File: src/rtl/bus_rr_arbiter_pkg.sv
// Shared types and helpers for the packet-bus round-robin arbiter.
// Destination decode lives here so the arbiter and its users agree on it.
package bus_arb_pkg;

   typedef enum logic [1:0] {IDLE, GRANT, XFER} arb_state_e;

   localparam int ID_W      = 8;
   localparam int PKT_MAX   = 64;
   localparam int DRVRS_MAX = 32;

   // Destination ID sits in the top byte of a packet that is width bits wide.
   function automatic logic [ID_W-1:0] dest_id(input logic [PKT_MAX-1:0] pkt, input int width);
      return pkt[width-1 -: ID_W];
   endfunction

   // Push mask for a packet; zero means the ID is invalid and the packet is dropped.
   function automatic logic [DRVRS_MAX-1:0] dest_mask(input logic [ID_W-1:0] id,
                                                      input int src,
                                                      input int drvrs,
                                                      input logic [ID_W-1:0] bcast);
      logic [DRVRS_MAX-1:0] mask;
      mask = '0;
      if (id == bcast) begin
         for (int i = 0; i < drvrs; i++) mask[i] = (i != src);
      end else if (int'(id) < drvrs) begin
         mask[id[4:0]] = 1'b1;
      end
      return mask;
   endfunction

endpackage

File: src/rtl/bus_rr_arbiter_if.sv
// Bus between the per-driver FIFOs and the arbiter: FIFO heads in, pop/push strobes and shared data out.
interface bus_rr_arbiter_if #(
   parameter int drvrs   = 4,
   parameter int pckg_sz = 16
);
   logic [drvrs-1:0]              pndng;
   logic [drvrs-1:0][pckg_sz-1:0] D_pop;
   logic [drvrs-1:0]              pop;
   logic [drvrs-1:0]              push;
   logic [pckg_sz-1:0]            D_push;

   modport master (input pndng, D_pop, output pop, push, D_push);
   modport slave  (output pndng, D_pop, input pop, push, D_push);
endinterface

File: src/rtl/bus_rr_arbiter_rr_pick.sv
// Combinational rotate-priority encoder: first set request strictly after ptr, wrapping.
module rr_pick #(
   parameter int drvrs = 4,
   localparam int IDW  = $clog2(drvrs)
) (
   input  logic [drvrs-1:0] req,
   input  logic [IDW-1:0]   ptr,
   output logic [IDW-1:0]   idx,
   output logic             any
);
   int cand;

   // Scan from the farthest offset down so the nearest set request wins.
   always_comb begin
      idx  = ptr;
      any  = |req;
      cand = 0;
      for (int off = drvrs; off >= 1; off--) begin
         cand = int'(ptr) + off;
         if (cand >= drvrs) cand = cand - drvrs;
         if (req[IDW'(cand)]) idx = IDW'(cand);
      end
   end
endmodule

File: src/rtl/bus_rr_arbiter.sv
// Round-robin arbiter and transfer sequencer: grant one FIFO, pop it, push the
// packet to its destination port(s), or drop and count packets with bad IDs.
module bus_rr_arbiter
   import bus_arb_pkg::*;
#(
   parameter int              drvrs     = 4,
   parameter int              pckg_sz   = 16,
   parameter logic [ID_W-1:0] broadcast = 8'hFF,
   localparam int             IDW       = $clog2(drvrs)
) (
   input  logic             clk,
   input  logic             reset,
   bus_rr_arbiter_if.master bus,
   output logic [IDW-1:0]   gnt_id,
   output logic             busy,
   output logic             drop,
   output logic [7:0]       drop_cnt
);
   arb_state_e         state_reg, state_next;
   logic [IDW-1:0]     gnt_reg, gnt_next;
   logic [IDW-1:0]     rr_ptr_reg, rr_ptr_next;
   logic [pckg_sz-1:0] pkt_reg, pkt_next;
   logic [drvrs-1:0]   pop_reg, pop_next;
   logic [drvrs-1:0]   push_reg, push_next;
   logic               busy_reg, busy_next;
   logic               drop_reg, drop_next;
   logic [7:0]         cnt_reg, cnt_next;

   logic [IDW-1:0]       pick_idx;
   logic                 pick_any;
   logic [pckg_sz-1:0]   head;
   logic [PKT_MAX-1:0]   head_wide;
   logic [DRVRS_MAX-1:0] mask_full;

   rr_pick #(.drvrs(drvrs)) u_pick (
      .req (bus.pndng),
      .ptr (rr_ptr_reg),
      .idx (pick_idx),
      .any (pick_any)
   );

   always_comb begin
      head                     = bus.D_pop[gnt_reg];
      head_wide                = '0;
      head_wide[pckg_sz-1:0]   = head;
      mask_full                = dest_mask(dest_id(head_wide, pckg_sz), int'(gnt_reg), drvrs, broadcast);
   end

   always_comb begin
      state_next  = state_reg;
      gnt_next    = gnt_reg;
      rr_ptr_next = rr_ptr_reg;
      pkt_next    = pkt_reg;
      pop_next    = '0;
      push_next   = '0;
      drop_next   = 1'b0;
      cnt_next    = cnt_reg;
      case (state_reg)
         IDLE: begin
            if (pick_any) begin
               gnt_next           = pick_idx;
               pop_next[pick_idx] = 1'b1;
               state_next         = GRANT;
            end
         end
         GRANT: begin
            // The push mask is registered alongside the packet so XFER outputs come straight from flops.
            pkt_next    = head;
            push_next   = mask_full[drvrs-1:0];
            rr_ptr_next = gnt_reg;
            if (mask_full == '0) begin
               drop_next = 1'b1;
               if (cnt_reg != 8'hFF) cnt_next = cnt_reg + 8'd1;
            end
            state_next = XFER;
         end
         XFER: begin
            state_next = IDLE;
         end
         default: begin
            state_next = IDLE;
         end
      endcase
      busy_next = (state_next != IDLE);
   end

   always_ff @(posedge clk or negedge reset) begin
      if (!reset) begin
         state_reg  <= IDLE;
         gnt_reg    <= '0;
         rr_ptr_reg <= IDW'(drvrs - 1);
         pkt_reg    <= '0;
         pop_reg    <= '0;
         push_reg   <= '0;
         busy_reg   <= 1'b0;
         drop_reg   <= 1'b0;
         cnt_reg    <= '0;
      end else begin
         state_reg  <= state_next;
         gnt_reg    <= gnt_next;
         rr_ptr_reg <= rr_ptr_next;
         pkt_reg    <= pkt_next;
         pop_reg    <= pop_next;
         push_reg   <= push_next;
         busy_reg   <= busy_next;
         drop_reg   <= drop_next;
         cnt_reg    <= cnt_next;
      end
   end

   assign bus.pop    = pop_reg;
   assign bus.push   = push_reg;
   assign bus.D_push = pkt_reg;
   assign gnt_id     = gnt_reg;
   assign busy       = busy_reg;
   assign drop       = drop_reg;
   assign drop_cnt   = cnt_reg;
endmodule

File: src/flat_wrapper.sv
// flat-port wrapper written by rule: the top's interface ports become plain ports
module bus_rr_arbiter_flat import bus_arb_pkg::*;
#(
   parameter int              drvrs     = 4,
   parameter int              pckg_sz   = 16,
   parameter logic [ID_W-1:0] broadcast = 8'hFF,
   localparam int             IDW       = $clog2(drvrs)
)
  (clk, reset, gnt_id, busy, drop, drop_cnt, bus_pndng, bus_D_pop, bus_pop, bus_push, bus_D_push);
  bus_rr_arbiter_if #(.drvrs(drvrs), .pckg_sz(pckg_sz)) bus_i ();
  input  logic clk;
  input  logic reset;
  output logic [IDW-1:0] gnt_id;
  output logic busy;
  output logic drop;
  output logic [7:0] drop_cnt;
  input wire logic [$bits(bus_i.pndng)-1:0] bus_pndng;
  input wire logic [$bits(bus_i.D_pop)-1:0] bus_D_pop;
  output wire logic [$bits(bus_i.pop)-1:0] bus_pop;
  output wire logic [$bits(bus_i.push)-1:0] bus_push;
  output wire logic [$bits(bus_i.D_push)-1:0] bus_D_push;
  assign bus_i.pndng = bus_pndng;
  assign bus_i.D_pop = bus_D_pop;
  assign bus_pop = bus_i.pop;
  assign bus_push = bus_i.push;
  assign bus_D_push = bus_i.D_push;
  bus_rr_arbiter #(.drvrs(drvrs), .pckg_sz(pckg_sz), .broadcast(broadcast)) u_core (.clk(clk), .reset(reset), .bus(bus_i), .gnt_id(gnt_id), .busy(busy), .drop(drop), .drop_cnt(drop_cnt));
endmodule
File: config.mk
export PLATFORM = sky130hd
export DESIGN_NAME = bus_rr_arbiter_flat
export DESIGN_NICKNAME = d
export VERILOG_FILES = /design/src/rtl/bus_rr_arbiter_pkg.sv /design/src/rtl/bus_rr_arbiter_if.sv /design/src/rtl/bus_rr_arbiter_rr_pick.sv /design/src/rtl/bus_rr_arbiter.sv /design/src/flat_wrapper.sv
export SDC_FILE = /design/constraint.sdc
export NUM_CORES = 1
export LEC_CHECK = 0
export CORE_ASPECT_RATIO = 1.1
export CORE_UTILIZATION = 41
export CTS_BUF_LIST = sky130_fd_sc_hd__clkbuf_4 sky130_fd_sc_hd__clkbuf_8
export DETAILED_ROUTE_END_ITERATION = 7
export MAX_ROUTING_LAYER = met4
export PLACE_DENSITY = 0.92
export SETUP_SLACK_MARGIN = 0.5
export SYNTH_ARGS = -nofsm -noshare
export SYNTH_HDL_FRONTEND = slang
export SYNTH_SLANG_ARGS = --single-unit
export TNS_END_PERCENT = 100
File: constraint.sdc
create_clock -name clk -period 2.6 [get_ports clk]
set_input_delay 0.52 -clock clk [delete_from_list [all_inputs] [get_ports clk]]
set_output_delay 0.52 -clock clk [all_outputs]
set_load 0.02 [all_outputs]
==> impl_metrics.prom, run 1 <==
# TYPE chip_impl_metric gauge
chip_impl_info{name="outcome",value="complete, no violations"} 1
chip_impl_info{name="endpoint_kind_of_the_worst_setup_timing_path",value="flip-flop"} 1
chip_impl_metric{name="synth_area_per_cell",unit="um^2"} 11.19
chip_impl_info{name="critical_path.reg2reg.endpoint",value="u_core.drop_cnt[1]"} 1
chip_impl_metric{name="grt_use_total",unit="%"} 22.24
chip_impl_metric{name="numClockSinks",unit=""} 40
chip_impl_info{name="min-delay-path-class",value="primary input to async pin"} 1
chip_impl_metric{name="ff2ff_setup_slack",unit="ns"} 0.33
chip_impl_metric{name="core_area",unit="um^2"} 4782
chip_impl_info{name="worst_setup_path_endpoint",value="u_core.drop_cnt[1]"} 1
chip_impl_metric{name="max-slew-margin-rel",unit="%"} 42.73
chip_impl_metric{name="asyncSetResetFlopFracSynth",unit="%"} 100.0
chip_impl_metric{name="leakage",unit="nW"} 1.544
chip_impl_metric{name="std_cell_rows",unit=""} 26
chip_impl_metric{name="syn-instance-count",unit=""} 187
chip_impl_metric{name="synth-edff-count",unit=""} 0
chip_impl_metric{name="gpl.final_weighted_congestion",unit=""} 0.7908
chip_impl_metric{name="synthDistinctLibCells",unit=""} 33
chip_impl_metric{name="first_global_vias",unit=""} 1977
chip_impl_metric{name="grt_antenna_before_repair",unit=""} 0
chip_impl_metric{name="crit_path_max_fanout",unit=""} 8
chip_impl_info{name="criticalPathCategory",value="flip-flop to flip-flop"} 1
chip_impl_metric{name="floorplan.die.width",unit="um"} 70.11
chip_impl_metric{name="layout-area-overhead-vs-synth",unit="%"} 65.85
chip_impl_metric{name="layout.cells.non_filler",unit=""} 370
chip_impl_metric{name="routed_wire_length_per_instance",unit="um"} 15.69
chip_impl_metric{name="ir_worst_vdd",unit="mV"} 0.6171
chip_impl_metric{name="place_inst",unit=""} 353
chip_impl_metric{name="number_of_maximum_capacitance_violations",unit=""} 0
chip_impl_metric{name="final_min_period_over_clock_period",unit="%"} 87.35
chip_impl_info{name="netlist.top_cell.by_area",value="sky130_fd_sc_hd__dfrtp_1"} 1
chip_impl_metric{name="die_height",unit="um"} 76.92
chip_impl_metric{name="drc_errors",unit=""} 0
chip_impl_metric{name="ant_nets",unit=""} 0
chip_impl_metric{name="vias",unit=""} 1960
chip_impl_metric{name="met3_length",unit="um"} 283
chip_impl_metric{name="total_number_of_yosys_warnings",unit=""} 0
chip_impl_metric{name="antenna_cells_inserted",unit=""} 0
chip_impl_metric{name="worst-endpoint-required",unit="ns"} 2.78
chip_impl_info{name="timing.critical_path.from_type",value="flip-flop"} 1
chip_impl_metric{name="drive_gt1_share",unit="%"} 18.47
chip_impl_metric{name="max_clock_freq",unit="MHz"} 440.3
chip_impl_metric{name="cts_hold_repair.buffers",unit=""} 0
chip_impl_metric{name="floorplan.initialDensity",unit="%"} 43.75
chip_impl_metric{name="synth_area",unit="um^2"} 2092
chip_impl_metric{name="synth_seq_cells",unit=""} 40
chip_impl_metric{name="mappedNetlistNets",unit=""} 258
chip_impl_metric{name="drt_pass1_iterations",unit=""} 4
chip_impl_metric{name="largest_reg_flops",unit=""} 16
chip_impl_metric{name="timing.final.crit_period",unit="ns"} 2.271
chip_impl_metric{name="ios",unit=""} 106
chip_impl_metric{name="dp.final_hpwl",unit="um"} 4235
chip_impl_info{name="tritoncts",value="yes"} 1
chip_impl_metric{name="power.density_cell_area",unit="nW/um^2"} 1096
chip_impl_metric{name="hold_viol",unit=""} 0
chip_impl_metric{name="setup_violations",unit=""} 0
chip_impl_metric{name="io_buffers",unit=""} 105
chip_impl_metric{name="critPathArrivalTime",unit="ns"} 2.45
chip_impl_metric{name="numCtsBuffers",unit=""} 5
chip_impl_metric{name="fillerInstances",unit=""} 317
chip_impl_info{name="timing.rr.start",value="u_core.gnt_id[0]"} 1
chip_impl_metric{name="largest_net_degree_at_the_start_of_global_routing",unit=""} 41
chip_impl_info{name="grt_setup_unrepaired",value="yes"} 1
chip_impl_metric{name="initial_drt_markers",unit=""} 118
chip_impl_metric{name="final_max_slew_viol_count",unit=""} 0
chip_impl_info{name="top_layer_used",value="met4"} 1
chip_impl_info{name="netlist_top_cells_count",value="sky130_fd_sc_hd__nand2_1, sky130_fd_sc_hd__dfrtp_1, sky130_fd_sc_hd__mux4_1"} 1
chip_impl_info{name="synth.top_cells.by_area",value="sky130_fd_sc_hd__dfrtp_1, sky130_fd_sc_hd__mux4_1, sky130_fd_sc_hd__nand2_1"} 1
chip_impl_metric{name="met1_routed_length",unit="um"} 2221
chip_impl_info{name="yosys.cell_count.top_type",value="sky130_fd_sc_hd__nand2_1"} 1
chip_impl_metric{name="route.detailed.vias_per_inst",unit=""} 5.297
chip_impl_metric{name="fp.dieArea",unit="um^2"} 5392
chip_impl_metric{name="routed_wirelength",unit="um"} 5806
chip_impl_metric{name="synth_top_area_share",unit="%"} 45.45
chip_impl_metric{name="clock_buffer_depth",unit=""} 2
chip_impl_metric{name="r2r_cells",unit=""} 7
chip_impl_metric{name="fin_nets",unit=""} 384
chip_impl_metric{name="clk_transition_reported_paths",unit="ns"} 0.07
chip_impl_metric{name="sequential_to_total_area_share_from_yosys_stat",unit="%"} 47.97
chip_impl_metric{name="htree_num_levels",unit=""} 2
chip_impl_metric{name="post_dp_cell_area",unit="um^2"} 3277
chip_impl_metric{name="fin_worst_skew",unit="ns"} 0.003082
chip_impl_metric{name="design_area",unit="um^2"} 3470
chip_impl_info{name="critical_path.startpoint",value="u_core.gnt_id[0]"} 1
chip_impl_metric{name="global_route_wire_length_before_repair",unit="um"} 8970
chip_impl_metric{name="globalRoute.totalOverflow",unit=""} 0
chip_impl_info{name="cts_root_buffer",value="sky130_fd_sc_hd__clkbuf_8"} 1
chip_impl_metric{name="worstSkewPairLatency",unit="ns"} 0.29
chip_impl_info{name="ys.flop_type",value="sky130_fd_sc_hd__dfrtp_1"} 1
chip_impl_metric{name="detailroute.wirelength.met2",unit="um"} 3140
chip_impl_metric{name="max_slew.worst_pin.slew",unit="ns"} 0.8591
==> kinds of logic after synthesis <==
logic type / after synthesis / share of synthesized area [%]
simple gates: 89 / 20.33
fa+ha+maj: 1 / 0.5980
mux: 18 / 20.04
flops: 40 / 47.97
compound gates: 17 / 5.084
xor+xnor: 7 / 2.931
buf+inv: 15 / 3.050
==> placed cells by master (no fill, tap or decap), drive strengths merged, types with 2 or more instances in the layout <==
cell type,instances
clkdlybuf4s50,91
xnor2,6
nand2b,3
nand2,60
dlygate4sd2,13
mux4,16
clkbuf,6
nor2,9
buf,25
a2bb2oi,2
nor4,2
and3,4
dfrtp,38
dfstp,2
a21oi,5
nand4,5
inv,5
o21ai,5
==> cell type report <==
type	count	area [um^2]	area share, %
Clock buffer	6	76.32	2.200
Clock inverter	2	35.03	1.010
Inverter	5	18.77	0.5409
Multi-Input combinational cell	132	1022	29.46
Sequential cell	40	1005	28.96
Tap cell	56	70.07	2.019
Timing Repair Buffer	129	1242	35.81
==> worst min path at each step <==
stage                          start               endpoint  slack (ns)  cells past startpoint
2_1_floorplan                  reset   u_core.bus.D_push[0]        0.22                      0
3_3_place_gp    u_core.bus.D_push[5]   u_core.bus.D_push[5]        0.46                      2
3_5_place_dp   u_core.bus.D_push[15]  u_core.bus.D_push[15]        0.47                      2
4_1_cts                        reset  u_core.bus.D_push[11]        0.36                      1
5_1_grt                        reset  u_core.bus.D_push[11]        0.41                      1
6_report                       reset     u_core.drop_cnt[4]        0.34                      1
==> per-layer routing <==
| metal | GRT usage (%) | vias to the layer above |
|---|---|---|
| li1 | - | 908 |
| met1 | 24.93 | 951 |
| met2 | 38.46 | 86 |
| met3 | 4.074 | 15 |
| met4 | 10.00 | 0 |
| met5 | - | - |
==> repair_timing <==
item,4_1_cts,5_1_grt
setup endpoints to repair,14,13
gates resized for setup,23,3
pin swaps,11,12
setup buffers,3,6
endpoints found under the hold margin,0,0
==> worst max-delay path, cell delays in order, from the launching register on <==
cell and delay, ns:
sky130_fd_sc_hd__dfrtp_2 0.41, sky130_fd_sc_hd__buf_12 0.13, sky130_fd_sc_hd__mux4_2 0.51, sky130_fd_sc_hd__or3_4 0.42
sky130_fd_sc_hd__nor4_4 0.18, sky130_fd_sc_hd__buf_4 0.17, sky130_fd_sc_hd__nor4_4 0.05, sky130_fd_sc_hd__mux2_2 0.28
==> where the power goes <==
group          leakage, nW  switching [mW]  internal, mW
sequential           0.501           0.182         0.891
combinational        0.985            1.09          1.14
clock               0.0586           0.209         0.295
==> metrics by stage <==
stage,util (%),total power [mW],TNS [ns],setup slack (ns),hold WS [ns]
global placement,68.52,3.065,-0.01022,-0.01022,0.4573
finish,72.55,3.804,0,0.3289,0.3357
CTS,71.51,3.749,0,0.2366,0.3611
floorplan,-,2.244,0,0.3343,0.2244
global route,72.55,4.033,0,0.2413,0.4123
detailed placement,68.52,3.141,-0.3401,-0.08237,0.4678
No activity file was read; power rests on OpenSTA's default activity.
==> run 2: changes to the inputs <==
Settings changed: CORE_MARGIN set to 1.5, GPL_TIMING_DRIVEN set to 0.
==> run 2 against run 1 <==
Sequential cell count is the same. Sequential share of layout area is the same. Largest cell class unchanged. Clock skew grew 0.0022 ns. Cell area is the same. Via count grew 0.15%.
==> impl_metrics.prom, run 2 (synthesis gave the netlist of run 1 again) <==
# TYPE chip_impl_metric gauge
chip_impl_metric{name="clk_transition_reported_paths",unit="ns"} 0.07
chip_impl_metric{name="floorplan.die.width",unit="um"} 71.11
chip_impl_metric{name="numCtsBuffers",unit=""} 5
chip_impl_metric{name="timing.final.crit_period",unit="ns"} 2.326
chip_impl_metric{name="io_buffers",unit=""} 105
chip_impl_metric{name="critical_path_depth",unit=""} 8
chip_impl_info{name="worst_setup_path_endpoint",value="u_core.drop_cnt[0]"} 1
chip_impl_metric{name="std_cell_rows",unit=""} 27
chip_impl_metric{name="global_route_wire_length_before_repair",unit="um"} 9087
chip_impl_info{name="critical_path.reg2reg.endpoint",value="u_core.drop_cnt[0]"} 1
chip_impl_metric{name="die_height",unit="um"} 77.92
chip_impl_metric{name="final_max_slew_viol_count",unit=""} 0
chip_impl_info{name="min-delay-path-class",value="primary input to async pin"} 1
chip_impl_info{name="tritoncts",value="yes"} 1
chip_impl_metric{name="fin_nets",unit=""} 389
chip_impl_metric{name="power.density_cell_area",unit="nW/um^2"} 1088
chip_impl_info{name="criticalPathCategory",value="primary input to flip-flop"} 1
chip_impl_info{name="cell_chain_of_the_critical_path",value="clkdlybuf4s50_1, mux4_2, buf_4, nor4_4, buf_4, nor4_4, buf_4, xor2_1"} 1
chip_impl_metric{name="fp.dieArea",unit="um^2"} 5541
chip_impl_metric{name="ir_worst_vdd",unit="mV"} 0.5909
chip_impl_info{name="timing.rr.start",value="u_core.gnt_id[0]"} 1
chip_impl_metric{name="vias",unit=""} 1963
chip_impl_metric{name="finalCoreUtilization",unit="%"} 69.87
chip_impl_metric{name="hold_viol",unit=""} 0
chip_impl_metric{name="max_clock_freq",unit="MHz"} 429.9
chip_impl_metric{name="post_dp_cell_area",unit="um^2"} 3212
chip_impl_metric{name="floorplan.initialDensity",unit="%"} 42.13
chip_impl_metric{name="drc_errors",unit=""} 0
chip_impl_metric{name="r2r_cells",unit=""} 8
chip_impl_metric{name="design_area",unit="um^2"} 3470
chip_impl_metric{name="clock_buffer_depth",unit=""} 2
chip_impl_metric{name="ant_nets",unit=""} 0
chip_impl_metric{name="dp.final_hpwl",unit="um"} 4143
chip_impl_metric{name="leakage",unit="nW"} 1.535
chip_impl_metric{name="crit_path_max_fanout",unit=""} 8
chip_impl_metric{name="grt_use_total",unit="%"} 22.05
chip_impl_info{name="critical_path.startpoint",value="bus_D_pop[63]"} 1
chip_impl_metric{name="fin_setup_tns",unit="ns"} 0
chip_impl_metric{name="worst-endpoint-required",unit="ns"} 2.78
chip_impl_metric{name="htree_num_levels",unit=""} 2
chip_impl_metric{name="ff2ff_setup_slack",unit="ns"} 0.28
chip_impl_metric{name="largest_reg_flops",unit=""} 16
chip_impl_metric{name="drt_pass1_iterations",unit=""} 4
chip_impl_metric{name="fillerInstances",unit=""} 377
chip_impl_metric{name="worstSkewPairLatency",unit="ns"} 0.29
chip_impl_metric{name="route.detailed.vias_per_inst",unit=""} 5.207
chip_impl_metric{name="cts_hold_repair.buffers",unit=""} 0
chip_impl_metric{name="number_of_maximum_capacitance_violations",unit=""} 0
chip_impl_metric{name="antenna_cells_inserted",unit=""} 0
chip_impl_metric{name="grt_antenna_before_repair",unit=""} 0
chip_impl_metric{name="critPathArrivalTime",unit="ns"} 2.50
chip_impl_info{name="grt_setup_unrepaired",value="yes"} 1
chip_impl_metric{name="max_slew.worst_pin.slew",unit="ns"} 0.8905
chip_impl_metric{name="max-slew-margin-rel",unit="%"} 40.63
chip_impl_info{name="slowest_cp_cell",value="sky130_fd_sc_hd__mux4_2"} 1
chip_impl_metric{name="cp_num_buf_inv",unit=""} 4
chip_impl_metric{name="gpl.final_weighted_congestion",unit=""} 0.7912
chip_impl_info{name="outcome",value="complete, no violations"} 1
chip_impl_metric{name="cpPeakStageDelay",unit="ns"} 0.53
chip_impl_metric{name="final_min_period_over_clock_period",unit="%"} 89.46
chip_impl_info{name="timing.critical_path.from_type",value="primary input"} 1
chip_impl_metric{name="first_global_vias",unit=""} 1993
chip_impl_metric{name="core_area",unit="um^2"} 4966
chip_impl_metric{name="fin_worst_skew",unit="ns"} 0.005252
chip_impl_info{name="endpoint_kind_of_the_worst_setup_timing_path",value="flip-flop"} 1
chip_impl_metric{name="routed_wirelength",unit="um"} 5773
chip_impl_info{name="mostFrequentLayoutCell",value="sky130_fd_sc_hd__clkdlybuf4s50_1"} 1
chip_impl_metric{name="ios",unit=""} 106
chip_impl_info{name="kind_of_cell_with_the_highest_combined_delay_on_the_critical_path",value="buffers and inverters"} 1
chip_impl_metric{name="drive_gt1_share",unit="%"} 17.55
chip_impl_metric{name="routed_wire_length_per_instance",unit="um"} 15.31
chip_impl_metric{name="globalRoute.totalOverflow",unit=""} 0
chip_impl_info{name="cts_root_buffer",value="sky130_fd_sc_hd__clkbuf_8"} 1
chip_impl_info{name="layout.cells.most_common_list",value="sky130_fd_sc_hd__clkdlybuf4s50_1, sky130_fd_sc_hd__nand2_1, sky130_fd_sc_hd__dfrtp_1"} 1
chip_impl_metric{name="setup_violations",unit=""} 0
chip_impl_metric{name="numClockSinks",unit=""} 40
chip_impl_metric{name="initial_drt_markers",unit=""} 80
chip_impl_metric{name="layout-area-overhead-vs-synth",unit="%"} 65.85
chip_impl_info{name="crit_top_cell",value="sky130_fd_sc_hd__buf_4"} 1
chip_impl_metric{name="largest_net_degree_at_the_start_of_global_routing",unit=""} 41
run 2: worst min path at each step:
| stage | slack, ns | depth (start not counted) | end | from |
|---|---|---|---|---|
| global route | 0.42 | 1 | u_core.drop_cnt[4] | reset |
| detailed placement | 0.46 | 2 | u_core.bus.D_push[13] | u_core.bus.D_push[13] |
| floorplan | 0.22 | 0 | u_core.bus.D_push[0] | reset |
| finish | 0.35 | 1 | u_core.drop_cnt[4] | reset |
| CTS | 0.37 | 1 | u_core.bus.D_push[12] | reset |
| global placement | 0.46 | 2 | u_core.bus.D_push[3] | u_core.bus.D_push[3] |
run 2: where the power goes:
group          total (mW)  switching (mW)  internal (mW)
Sequential           1.06           0.172          0.891
Combinational        2.27            1.13           1.14
Clock               0.440           0.203          0.237
run 2: cell type report:
class	count	area [um^2]	area share [%]
buffer	10	51.30	1.479
clock buffer	8	97.59	2.813
sequential	40	1005	28.96
inverter	5	18.77	0.5409
multi-input combinational	132	1022	29.46
timing repair buffer	124	1202	34.66
tap	58	72.57	2.092
run 2: what timing repair did:
action,CTS,global route
endpoints found under the setup margin,13,18
setup buffers,16,3
resized for setup,24,5
pin swaps,10,8
run 2: per-layer routing:
metal	vias up	GRT usage (%)	share of wire (%)
li1	916	-	-
met1	952	23.89	36
met2	82	39.07	56
met3	13	4.416	4.9
met4	0	9.245	2.6
met5	-	-	0
run 2: through the flow:
step	worst slack, ns	total power [mW]	instances	hold slack (ns)
after floorplan	0.3343	2.244	187	0.2244
after global placement	-0.1739	2.981	350	0.4576
after detailed placement	-0.2058	3.059	350	0.4630
after CTS	0.2327	3.758	374	0.3716
after global routing	0.1954	4.004	377	0.4162
final	0.2739	3.777	377	0.3472
==> RTL change: new RTL, config.mk and constraints of run 1 <==
`pckg_sz` is set to 16 in 3 places; all go to 15.
--- a/src/rtl/bus_rr_arbiter_if.sv
+++ b/src/rtl/bus_rr_arbiter_if.sv
@@ -2,5 +2,5 @@
 interface bus_rr_arbiter_if #(
    parameter int drvrs   = 4,
-   parameter int pckg_sz = 16
+   parameter int pckg_sz = 15
 );
    logic [drvrs-1:0]              pndng;
--- a/src/rtl/bus_rr_arbiter.sv
+++ b/src/rtl/bus_rr_arbiter.sv
@@ -5,5 +5,5 @@
 #(
    parameter int              drvrs     = 4,
-   parameter int              pckg_sz   = 16,
+   parameter int              pckg_sz   = 15,
    parameter logic [ID_W-1:0] broadcast = 8'hFF,
    localparam int             IDW       = $clog2(drvrs)
--- a/src/flat_wrapper.sv
+++ b/src/flat_wrapper.sv
@@ -3,5 +3,5 @@
 #(
    parameter int              drvrs     = 4,
-   parameter int              pckg_sz   = 16,
+   parameter int              pckg_sz   = 15,
    parameter logic [ID_W-1:0] broadcast = 8'hFF,
    localparam int             IDW       = $clog2(drvrs)
Ports: changed (resized bus_D_pop and bus_D_push); port bits go from 106 to 101. The function was not compared with the original's and may differ.
==> RTL change against run 1 <==
Routed wire length decreased by 11%; synthesized cell count decreased by 4.8%; sequential cell count decreased by 1; sequential share of layout area increased by 0.064 points; total power decreased by 4.5%; hold slack got worse by 0.0063 ns; synthesized area decreased by 2.9%; final area decreased by 2.7%; global-route usage decreased by 1.8 points; worst setup slack got worse by 0.12 ns; largest cell class unchanged.
==> RTL change: results (changes against run 1) <==
clock_network:
  cts_inserted_buffers: 5  # unchanged
placed_design:
  dp_hpwl_mm: 3.90  # -7.8%
  dp.cells: 339  # -4.0%
  port_buffers: 100  # -4.8%
  routabilityCongestion: 0.886  # +12%
worst_setup_path:
  worstReg2RegStart: "u_core.gnt_id[0]"
  crit_end: "u_core.bus.push[1]"
  r2r_slack_ns: 0.20  # -0.12 ns
  r2r_end: "u_core.bus.push[1]"
  critPathMaxFanout: 5  # -3
sta:
  worst_pin_slew_ns: 0.849  # -0.0100 ns
  fin_skew_ns: 0.00746  # +0.00438 ns
pwr:
  power_switching_share: 0.391  # +0.00197
  peakVddDrop_v: 0.000535  # -13%
  power.leakage_nw: 1.52  # -1.8%
status:
  run_status: "complete, no violations"
global_routing:
  track_usage: 0.205  # -0.0178
  use_met3: 0.0489  # +0.00821
  grt_pass1_vias: 1813  # -8.3%
  grt_pass1_wl_mm: 7.98  # -11%
  grt_max_degree: 40  # -2.4%
final_layout:
  drive_gt1_frac: 0.187  # +0.00258
  fin_cells: 355  # -4.1%
  fill_cells: 337  # +6.3%
detailed_routing:
  drt_pass1_iterations: 4  # unchanged
  viasPerCell: 5.18  # -2.2%
  drt_iter0_markers: 85  # -28%
  wl_mm: 5.15  # -11%
synth:
  synth.top_cells.by_count: "nand2_1 (48), dfrtp_1 (37), mux4_1 (9)"
  async_reset_ff_frac: 1.00  # unchanged
  ys_warn_count: 0  # unchanged
  syn_inst: 178  # -4.8%
  seq_area_frac_synth: 0.482  # +0.00216
  synth_fp_nets: 245  # -5.0%
-- RTL change: area by class of cell --
class,instances,area [µm²],area share
repair buffers,122,1180,0.351
multi-input cells,124,1020,0.301
flip-flops and latches,39,980,0.290
clock buffers,8,104,0.0308
well taps,56,70.1,0.0208
inverters,6,22.5,0.00667
-- RTL change: metrics by stage --
stage / instance area (µm²) / setup WS [ns] / utilization / total power [W]
global placement: 3160 / -0.211 / 0.670 / 0.00297
CTS: 3330 / 0.177 / 0.706 / 0.00360
detailed placement: 3160 / -0.305 / 0.670 / 0.00305
floorplan: 2030 / 0.177 / - / 0.00218
global route: 3380 / 0.107 / 0.716 / 0.00386
finish: 3380 / 0.204 / 0.716 / 0.00363
-- RTL change: critical path, cell delays in order (launching register included) --
cell and delay (ns):
dfrtp_2 0.42, buf_12 0.13, mux4_2 0.50, or3_4 0.43, or4_4 0.45, nor3_4 0.16
a22oi_1 0.12, nor2_1 0.12
-- RTL change: what timing repair did --
item,4_1_cts,5_1_grt
endpoints found under the setup margin,14,13
setup buffers,6,2
resized for setup,19,8
hold buffers,0,0
pin swaps,13,10
-- RTL change: worst min path at each step --
stage / startpoint / to / slack (ns)
after global placement: u_core.bus.D_push[0] / u_core.bus.D_push[0] / 0.46
after CTS: reset / u_core.drop_cnt[4] / 0.36
after global routing: reset / u_core.bus.pop[1] / 0.41
after floorplan: reset / u_core.bus.D_push[0] / 0.22
final: reset / u_core.drop_cnt[4] / 0.33
after detailed placement: u_core.bus.D_push[5] / u_core.bus.D_push[5] / 0.46
-- RTL change: power groups by stage --
stage	registers [W]	logic (W)	clock network (W)
floorplan	0.00128	0.000910	0
detailed placement	0.00106	0.00198	0
CTS	0.00105	0.00209	0.000464
global placement	0.00105	0.00192	0
global route	0.00108	0.00229	0.000484
finish	0.00105	0.00212	0.000461
-- RTL change: cell families after synthesis --
logic type | count (synthesis) | synth area share
buffers and inverters | 15 | 0.0314
adders and majority gates | 1 | 0.00616
AOI/OAI and AO/OA | 18 | 0.0555
DFF | 39 | 0.482
and+or+nand+nor | 81 | 0.201
muxes | 17 | 0.193
xor gates and xnor gates | 7 | 0.0302
-- RTL change: metal layers --
layer,vias up,share of wire
li1,878,-
met5,-,0
met3,6,0.054
met1,870,0.39
met4,0,0.012
met2,86,0.54
